File: src/rtl/sobel_stream_ctrl.sv
// Streaming 3x3 Sobel controller: builds a window from a pixel stream and emits |Gx|+|Gy|
// over valid/ready. Optional SOBEL_THRESHOLD_EN turns the result into a binary edge map.
module sobel_stream_ctrl #(
    parameter int PIXEL_WIDTH = 8,
    parameter int OUT_WIDTH   = 8,
    parameter int COUNT_WIDTH = 24
) (
    input  logic                   clk_i,
    input  logic                   nreset_i,
    input  logic                   start_i,
    input  logic                   clear_i,
    input  logic                   reload_i,
    input  logic [COUNT_WIDTH-1:0] num_windows_i,
`ifdef SOBEL_THRESHOLD_EN
    input  logic [OUT_WIDTH-1:0]   threshold_i,
`endif
    input  logic                   in_valid_i,
    output logic                   in_ready_o,
    input  logic [PIXEL_WIDTH-1:0] in_px_i,
    output logic                   out_valid_o,
    input  logic                   out_ready_i,
    output logic [OUT_WIDTH-1:0]   out_px_o,
    output logic                   busy_o,
    output logic                   done_o
);

    localparam int SW = PIXEL_WIDTH + 2;
    localparam int GW = PIXEL_WIDTH + 3;
    localparam int MW = PIXEL_WIDTH + 4;
    localparam int EW = (MW > OUT_WIDTH) ? MW : OUT_WIDTH;

    typedef enum logic [1:0] {S_IDLE, S_LOAD, S_STREAM} state_t;

    state_t                        state_q, state_d;
    logic [3:0]                    cnt_q, cnt_d;
    logic [8:0][PIXEL_WIDTH-1:0]   win_q, win_d;
    logic [COUNT_WIDTH-1:0]        win_cnt_q, win_cnt_d;
    logic [COUNT_WIDTH-1:0]        num_win_q, num_win_d;
    logic                          pend_q, pend_d;
    logic                          fin_q, fin_d;
    logic                          out_valid_q, out_valid_d;
    logic [OUT_WIDTH-1:0]          out_px_q, out_px_d;
    logic                          done_q, done_d;
`ifdef SOBEL_THRESHOLD_EN
    logic [OUT_WIDTH-1:0]          thr_q, thr_d;
`endif

    logic                          acc, xfer, complete;
    logic [SW-1:0]                 gx_pos, gx_neg, gy_pos, gy_neg;
    logic signed [GW-1:0]          gx, gy;
    logic [GW-1:0]                 ax, ay;
    logic [MW-1:0]                 mag;
    logic [EW-1:0]                 mag_e, sat_e;
    logic [OUT_WIDTH-1:0]          f_val;

    // Window index: 0..2 = row0 (p00..p02), 3..5 = row1, 6..8 = row2.
    always_comb begin
        gx_pos = SW'(win_q[2]) + (SW'(win_q[5]) << 1) + SW'(win_q[8]);
        gx_neg = SW'(win_q[0]) + (SW'(win_q[3]) << 1) + SW'(win_q[6]);
        gy_pos = SW'(win_q[6]) + (SW'(win_q[7]) << 1) + SW'(win_q[8]);
        gy_neg = SW'(win_q[0]) + (SW'(win_q[1]) << 1) + SW'(win_q[2]);
        gx     = signed'(GW'(gx_pos)) - signed'(GW'(gx_neg));
        gy     = signed'(GW'(gy_pos)) - signed'(GW'(gy_neg));
        ax     = gx[GW-1] ? $unsigned(-gx) : $unsigned(gx);
        ay     = gy[GW-1] ? $unsigned(-gy) : $unsigned(gy);
        mag    = MW'(ax) + MW'(ay);
        mag_e  = EW'(mag);
        sat_e  = EW'({OUT_WIDTH{1'b1}});
`ifdef SOBEL_THRESHOLD_EN
        f_val  = (mag_e >= EW'(thr_q)) ? '1 : '0;
`else
        f_val  = (mag_e > sat_e) ? '1 : OUT_WIDTH'(mag_e);
`endif
    end

    assign in_ready_o  = (state_q != S_IDLE) && !pend_q && !fin_q;
    assign acc         = in_valid_i && in_ready_o;
    assign xfer        = pend_q && (!out_valid_q || out_ready_i);
    assign out_valid_o = out_valid_q;
    assign out_px_o    = out_px_q;
    assign busy_o      = (state_q != S_IDLE);
    assign done_o      = done_q;

    always_comb begin
        state_d     = state_q;
        cnt_d       = cnt_q;
        win_d       = win_q;
        win_cnt_d   = win_cnt_q;
        num_win_d   = num_win_q;
        pend_d      = pend_q;
        fin_d       = fin_q;
        out_valid_d = out_valid_q;
        out_px_d    = out_px_q;
        done_d      = 1'b0;
        complete    = 1'b0;
`ifdef SOBEL_THRESHOLD_EN
        thr_d       = thr_q;
`endif

        if (xfer) begin
            out_valid_d = 1'b1;
            out_px_d    = f_val;
            pend_d      = 1'b0;
        end else if (out_ready_i) begin
            out_valid_d = 1'b0;
        end

        case (state_q)
            S_IDLE: begin
                if (start_i) begin
                    state_d   = S_LOAD;
                    num_win_d = num_windows_i;
                    win_cnt_d = '0;
                    cnt_d     = '0;
                    fin_d     = 1'b0;
`ifdef SOBEL_THRESHOLD_EN
                    thr_d     = threshold_i;
`endif
                end
            end
            S_LOAD, S_STREAM: begin
                if (reload_i) begin
                    state_d = S_LOAD;
                    if (acc) begin
                        win_d[0] = in_px_i;
                        cnt_d    = 4'd1;
                    end else begin
                        cnt_d    = '0;
                    end
                end else if (acc) begin
                    if (state_q == S_LOAD) begin
                        win_d[cnt_q] = in_px_i;
                        if (cnt_q == 4'd8) begin
                            complete = 1'b1;
                            state_d  = S_STREAM;
                            cnt_d    = '0;
                        end else begin
                            cnt_d    = cnt_q + 4'd1;
                        end
                    end else begin
                        // First pixel of a group scrolls the window up one row.
                        case (cnt_q)
                            4'd0: begin
                                win_d[5:0] = win_q[8:3];
                                win_d[6]   = in_px_i;
                                cnt_d      = 4'd1;
                            end
                            4'd1: begin
                                win_d[7] = in_px_i;
                                cnt_d    = 4'd2;
                            end
                            default: begin
                                win_d[8] = in_px_i;
                                complete = 1'b1;
                                cnt_d    = '0;
                            end
                        endcase
                    end
                end

                if (complete) begin
                    pend_d    = 1'b1;
                    win_cnt_d = win_cnt_q + 1'b1;
                    if ((num_win_q != '0) && (win_cnt_d == num_win_q)) fin_d = 1'b1;
                end

                if (fin_q && !pend_q && out_valid_q && out_ready_i) begin
                    state_d = S_IDLE;
                    done_d  = 1'b1;
                    fin_d   = 1'b0;
                end
            end
            default: state_d = S_IDLE;
        endcase

        if (clear_i) begin
            state_d     = S_IDLE;
            pend_d      = 1'b0;
            fin_d       = 1'b0;
            out_valid_d = 1'b0;
            cnt_d       = '0;
            win_cnt_d   = '0;
            done_d      = 1'b0;
        end
    end

    always_ff @(posedge clk_i or negedge nreset_i) begin
        if (!nreset_i) begin
            state_q     <= S_IDLE;
            cnt_q       <= '0;
            win_q       <= '0;
            win_cnt_q   <= '0;
            num_win_q   <= '0;
            pend_q      <= 1'b0;
            fin_q       <= 1'b0;
            out_valid_q <= 1'b0;
            out_px_q    <= '0;
            done_q      <= 1'b0;
`ifdef SOBEL_THRESHOLD_EN
            thr_q       <= '0;
`endif
        end else begin
            state_q     <= state_d;
            cnt_q       <= cnt_d;
            win_q       <= win_d;
            win_cnt_q   <= win_cnt_d;
            num_win_q   <= num_win_d;
            pend_q      <= pend_d;
            fin_q       <= fin_d;
            out_valid_q <= out_valid_d;
            out_px_q    <= out_px_d;
            done_q      <= done_d;
`ifdef SOBEL_THRESHOLD_EN
            thr_q       <= thr_d;
`endif
        end
    end

endmodule

File: config.mk
export PLATFORM = sky130hd
export DESIGN_NAME = sobel_stream_ctrl
export DESIGN_NICKNAME = d
export VERILOG_FILES = /design/src/rtl/sobel_stream_ctrl.sv
export SDC_FILE = /design/constraint.sdc
export NUM_CORES = 1
export LEC_CHECK = 0
export CAP_MARGIN = 20
export CORE_UTILIZATION = 35
export DETAILED_ROUTE_END_ITERATION = 16
export PLACE_DENSITY = 0.63
export SYNTH_ARGS = -nofsm -noshare
export SYNTH_HDL_FRONTEND = slang
export SYNTH_SLANG_ARGS = --single-unit
File: constraint.sdc
create_clock -name clk_i -period 6.9 [get_ports clk_i]
set_clock_uncertainty 0.2 [all_clocks]
set_input_delay 0.69 -clock clk_i [delete_from_list [all_inputs] [get_ports clk_i]]
set_output_delay 0.69 -clock clk_i [all_outputs]
set_load 0.1 [all_outputs]
==> metrics.txt, run 1 <==
post-synthesis cell count ~1100; Longest Clk Path Bufs 2; Startpoint Class register; starting DRC count in detailed routing 566; num rows 62; Setup TNS 0 ps; status finished, final reports clean; number of global-route vias before repair between 8000 and 9000; metal1 wirelength around 12000 um; fin crit share about nine tenths; ratio of cells with drive above 1 in the final layout 7.69%; # Max-Cap Violations 0; DR pass1 iterations 5; top cell family by delay on the critical path compound AO/OA/AOI/OAI gates; Final Max Slew Viols 0; syn avg cell area roughly 9.2 um^2; Vias per Instance 5.42; worst r2r src win_q[18]$_DFFE_PN0P_; PostCTS Resize Cnt 0; Num Clock Sinks between 100 and 150; met3 WL post-DR ~890 um; post-DP HPWL between 15000 and 20000 um; Global Route Usage Sum 18.3%; Final ANT Viol Nets 0; Root Buffer clkbuf_16; clock-pin slew on the worst setup and hold paths about 60 ps; worst path buffer plus inverter count 1; Syn Nets about 1300; setup violators final 0; Die H between 150 and 200 um; Final Net Count 1280; post-synth cell types 60; worst-path cell chain fa_1 > fa_1 > fa_1 > ha_1 > a21oi_1 > o211ai_1 > o41ai_1 > nor2_1 > a211oi_1 > buf_4 > o21ai_0 > fa_1 > a21o_1 > a21oi_1 > o21ai_0 > a21o_1 > a21oi_1 > o2111a_1 > a21oi_1; Clock Latency Late Sink 430 ps; # IOs just over 50; Hold Fails Final Rpt 0; worst slew pin tran ~1000 ps; Post-CTS Hold Buffers 0; Overflow after GRT 0; fin crit period slightly above 6000 ps; share of the synthesized area in the top cell type between 30% and 40%; Syn Std Cell Area between 10000 and 15000 um^2; number of port buffers 50; most common cell in the netlist inv_1; CP Class reg2reg; asr flop ratio synth 100%; WP data arrival 6250 ps; n_diodes 0; H-tree depth 4; DIE AREA ~30000 um^2; unrepaired setup endpoints after global routing no; synth top area cells dfrtp_1 (34%), fa_1 (12%), ha_1 (5.5%); DR vias 8287; area leader, netlist dfrtp_1; P&R area growth vs syn 13.7%; Worst path slowest cell fa_1; GP Congestion roughly 0.87; wire per inst about 17 um; CP required about 7000 ps; worst hold-check path type in2async; max incr delay on CP approximately 590 ps; Slew HR approximately a third; post-synthesis sequential area ratio 33.7%; final wirelength roughly 26000 um; core area approximately 29000 um^2; final worst slack between 700 and 800 ps; ys flop type dfrtp_1; Setup WS pre-CTS between 800 and 900 ps; CTS Buf Count 17; Post-CTS Setup Repair Bufs 0; Post-synth EDFFs 0; Peak Freq around 0.16 GHz; number of synthesis warnings 0; Worst Setup SP win_q[18]$_DFFE_PN0P_; first-pass GRT wire length ~44000 um; CP Capture Type register; largest net degree at the start of global routing 78; top sig layer met4; Worst Path Max Fanout 11; Residual DRC 0; Starting Density between 30% and 40%; FF+latch count, synth between 100 and 150; WL met2 roughly 13000 um; initial antenna violation count 0; Die X roughly 170 um; TritonCTS clock tree yes; most instantiated cells after synthesis inv_1 (141), dfrtp_1 (138), a21oi_1 (80), o22ai_1 (80), nand2_1 (72)
==> layout by cell type (no fill, tap or decap), drive strengths merged, types with 44 or more instances in the layout <==
| cell type | count |
|---|---|
| a21oi | 80 |
| fa | 63 |
| o21ai | 68 |
| inv | 143 |
| nor2 | 58 |
| nand2 | 72 |
| o22ai | 80 |
| ha | 45 |
| xnor2 | 44 |
| dfrtp | 138 |
| clkdlybuf4s50 | 49 |
==> logic make-up after synthesis <==
family                   after synthesis  synth area share [%]
AO/OA/AOI/OAI                        314                  18.9
AND/OR/NAND/NOR                      250                  12.2
buffers and inverters                202                  7.75
flip-flops                           138                  33.7
adder cells (fa/ha/maj)              108                  17.8
XOR/XNOR                              61                  5.22
multiplexers                          41                  4.46
==> flip-flops by register name, indices dropped and copies added (netlist names) <==
| register | flops |
|---|---|
| state_q | 2 |
| cnt_q | 4 |
| out_px_o | 8 |
| out_valid_o | 1 |
| win_q | 72 |
| pend_q | 1 |
| done_o | 1 |
| fin_q | 1 |
| win_cnt_q | 24 |
| num_win_q | 24 |
==> worst reg2reg max path, stage by stage (launching register included) <==
cell      delay, ps
dfrtp_1         440
fa_1            590
fa_1            450
fa_1            510
ha_1            330
a21oi_1         300
o211ai_1        170
o41ai_1         420
nor2_1          100
a211oi_1        240
buf_4           200
o21ai_0         160
fa_1            500
a21o_1          200
a21oi_1         260
o21ai_0         150
a21o_1          180
a21oi_1         160
o2111a_1        360
a21oi_1         120
==> area by class of cell <==
cell class	count	area [um^2]
Clock buffer	19	433
Timing Repair Buffer	61	584
Sequential cell	138	3450
Fill cell	2814	17100
Multi-Input combinational cell	774	6000
Clock inverter	11	171
Tap cell	384	480
Inverter	141	529
==> through the flow <==
stage / hold WS, ps / util (%) / cells / cell area (um^2)
final: 74.3 / 40.5 / 1528 / 11600
after floorplan: 194 / - / 1114 / 10200
after CTS: 133 / 40.5 / 1528 / 11600
after global placement: 287 / 38.4 / 1498 / 11000
after detailed placement: 307 / 38.4 / 1498 / 11000
after global routing: 152 / 40.5 / 1528 / 11600
==> layer usage <==
| layer | vias to the layer above | GRT usage [%] |
|---|---|---|
| met1 | 4151 | 24.1 |
| met3 | 33 | 2.88 |
| met5 | - | 0 |
| met4 | 0 | 5.90 |
| met2 | 176 | 30.9 |
| li1 | 3927 | - |
==> worst paths after layout <==
kind                                                   to  slack [ps]  cells after the start
worst min-delay path            num_win_q[14]$_DFFE_PN0P_          70                      1
worst max register to register    out_px_o[0]$_DFFE_PN0P_         760                     19
max in group asynchronous               fin_q$_DFFE_PN0P_        5080                      2
worst min register to register  win_cnt_q[17]$_DFFE_PN0P_         320                      1
min in group clk_i              win_cnt_q[17]$_DFFE_PN0P_         320                      1
worst max-delay path              out_px_o[0]$_DFFE_PN0P_         760                     19
Power of run 1 is not shown: default switching activity piles up to over one toggle a cycle in this logic, so the estimate is an artifact.
==> run 2, diff against run 1 <==
Settings changed: TNS_END_PERCENT set to 100.
==> results of run 2 <==
The final DEF is identical to that of run 1; final timing and power are the same.
Power of run 2 is left out for the same reason.
==> run 3, diff against run 2 <==
Settings changed: CORE_MARGIN set to 1.5, CTS_BUF_LIST set to sky130_fd_sc_hd__clkbuf_8.
==> metrics.txt, run 3 (synthesized netlist as in run 1, its figures left out) <==
filler instances 2844 (+1.1%); Worst Path Max Fanout 11 (unchanged); clock-pin slew on the worst setup and hold paths 90 ps (+30 ps); Startpoint Class register; n_diodes 0 (unchanged); DR pass1 iterations 5 (unchanged); first-pass GRT wire length 44000 um (-0.31%); Final ANT Viol Nets 0 (unchanged); CP Class reg2reg; top flop regs win_q (72), num_win_q (24), win_cnt_q (24); unrepaired setup endpoints after global routing no; CTS Buf Count 17 (unchanged); Starting Density 35.6% (unchanged); num rows 62 (unchanged); Peak Freq 0.164 GHz (+0.64%); Core Util, Final 40.0% (-0.49 points); Setup TNS 0 ps (unchanged); commonest cells after routing, fill and taps aside inv_1 (143), dfrtp_1 (138), a21oi_1 (80), o22ai_1 (80), nand2_1 (71); P&R area growth vs syn 12.4%; worst r2r src win_q[20]$_DFFE_PN0P_; worst slew pin tran 1030 ps (+4.88 ps); leading cell type in the layout, fill and taps excluded inv_1; worst hold-check path type in2async; Overflow after GRT 0 (unchanged); Post-CTS Hold Buffers 0 (unchanged); final wirelength 25900 um (-0.10%); post-DP HPWL 18800 um (-1.4%); number of port buffers 50 (unchanged); multi-input logic area 6000 um^2 (about the same); fin crit share 88.4% (-0.57 points); Clock Latency Late Sink 460 ps (+30 ps); # Max-Cap Violations 0 (unchanged); core area 28800 um^2 (unchanged); GP Congestion 0.822 (-5.7%); largest register by flop count win_q; Post-CTS Setup Repair Bufs 0 (unchanged); TritonCTS clock tree yes; largest net degree at the start of global routing 81 (+3.8%); DIE AREA 30300 um^2 (+1.2%); Final Cell Area 11500 um^2 (-1.2%); PostCTS Resize Cnt 0 (unchanged); CP Capture Type register; Die X 174 um (+0.58%); Final Max Slew Viols 0 (unchanged); starting DRC count in detailed routing 689 (+22%); Worst Setup SP win_q[20]$_DFFE_PN0P_; initial antenna violation count 0 (unchanged); number of global-route vias before repair 8433 (+1.2%); CP required 7040 ps (+30 ps); Final Net Count 1280 (unchanged); H-tree depth 4 (unchanged); setup violators final 0 (unchanged); max reg flops 72 (unchanged); # IOs 51 (unchanged); Global Route Usage Sum 18.0% (-0.32 points); wire per inst 16.9 um (-0.23%); DR vias 8360 (+0.88%); WP data arrival 6240 ps (about the same); Vias per Instance 5.46 (+0.75%); Slew HR 31.4% (-0.33 points); final worst slack 801 ps (+39.1 ps); Hold Fails Final Rpt 0 (unchanged); area post-placement 11000 um^2 (-0.11%); Longest Clk Path Bufs 2 (unchanged); ratio of cells with drive above 1 in the final layout 7.94% (+0.25 points); Die H 174 um (+0.58%); Setup WS pre-CTS 826 ps (-16.4 ps); fin crit period 6100 ps (-39.1 ps); register area 3450 um^2 (unchanged); Num Clock Sinks 138 (unchanged); Residual DRC 0 (unchanged); status finished, final reports clean; Root Buffer clkbuf_8
## run 3: cell types whose count changed in the layout (fill, tap and decap cells not counted), sizes merged
cell | before | now
inv | 143 | 145
clkbuf | 19 | 17
clkinv | 3 | 5
## run 3: worst paths after layout
path                            slack [ps]                         to  cells after the start
worst max-delay path                   800    out_px_o[1]$_DFFE_PN0P_                     23
max in group asynchronous             5160      win_q[35]$_DFFE_PN0P_                      2
min in group clk_i                     310  win_cnt_q[23]$_DFFE_PN0P_                      1
worst min-delay path                    60  win_cnt_q[15]$_DFFE_PN0P_                      1
worst max register to register         800    out_px_o[1]$_DFFE_PN0P_                     23
worst min register to register         310  win_cnt_q[23]$_DFFE_PN0P_                      1
## run 3: worst max-delay path, stage by stage, from the launching register on
cell and delay (ps):
dfrtp_1 380, inv_1 90, fa_1 530, inv_1 50
fa_1 480, inv_1 60, fa_1 530, inv_1 40
ha_1 370, nand3_1 100, o211ai_1 100, o41ai_1 420
nor2_1 100, a211oi_1 250, buf_4 210, o21ai_0 160
fa_1 480, a21o_1 190, a21oi_1 250, o21ai_0 160
a21o_1 180, a21oi_1 140, o2111a_1 350, a21oi_1 120
## run 3: layer usage
metal / wire, um / up-vias / global-route usage (%)
met5: 0 / - / 0
met3: 1230 / 49 / 2.82
met2: 12700 / 259 / 30.5
li1: - / 3938 / -
met1: 11300 / 4114 / 23.3
met4: 689 / 0 / 6.50
## run 3: area by class of cell
cell class	instances	area share (%)
Clock buffer	17	2.03
Clock inverter	15	1.74
Inverter	141	4.60
Multi-Input combinational cell	774	52.1
Sequential cell	138	30.0
Timing Repair Buffer	61	5.32
Tap cell	384	4.17
## run 3: metrics by stage
| stage | hold WS, ps | std cells |
|---|---|---|
| after floorplan | 194 | 1114 |
| after global placement | 286 | 1496 |
| after detailed placement | 305 | 1496 |
| after CTS | 86.9 | 1528 |
| after global routing | 117 | 1530 |
| final | 61.9 | 1530 |
Power of run 3 is left out for the same reason.
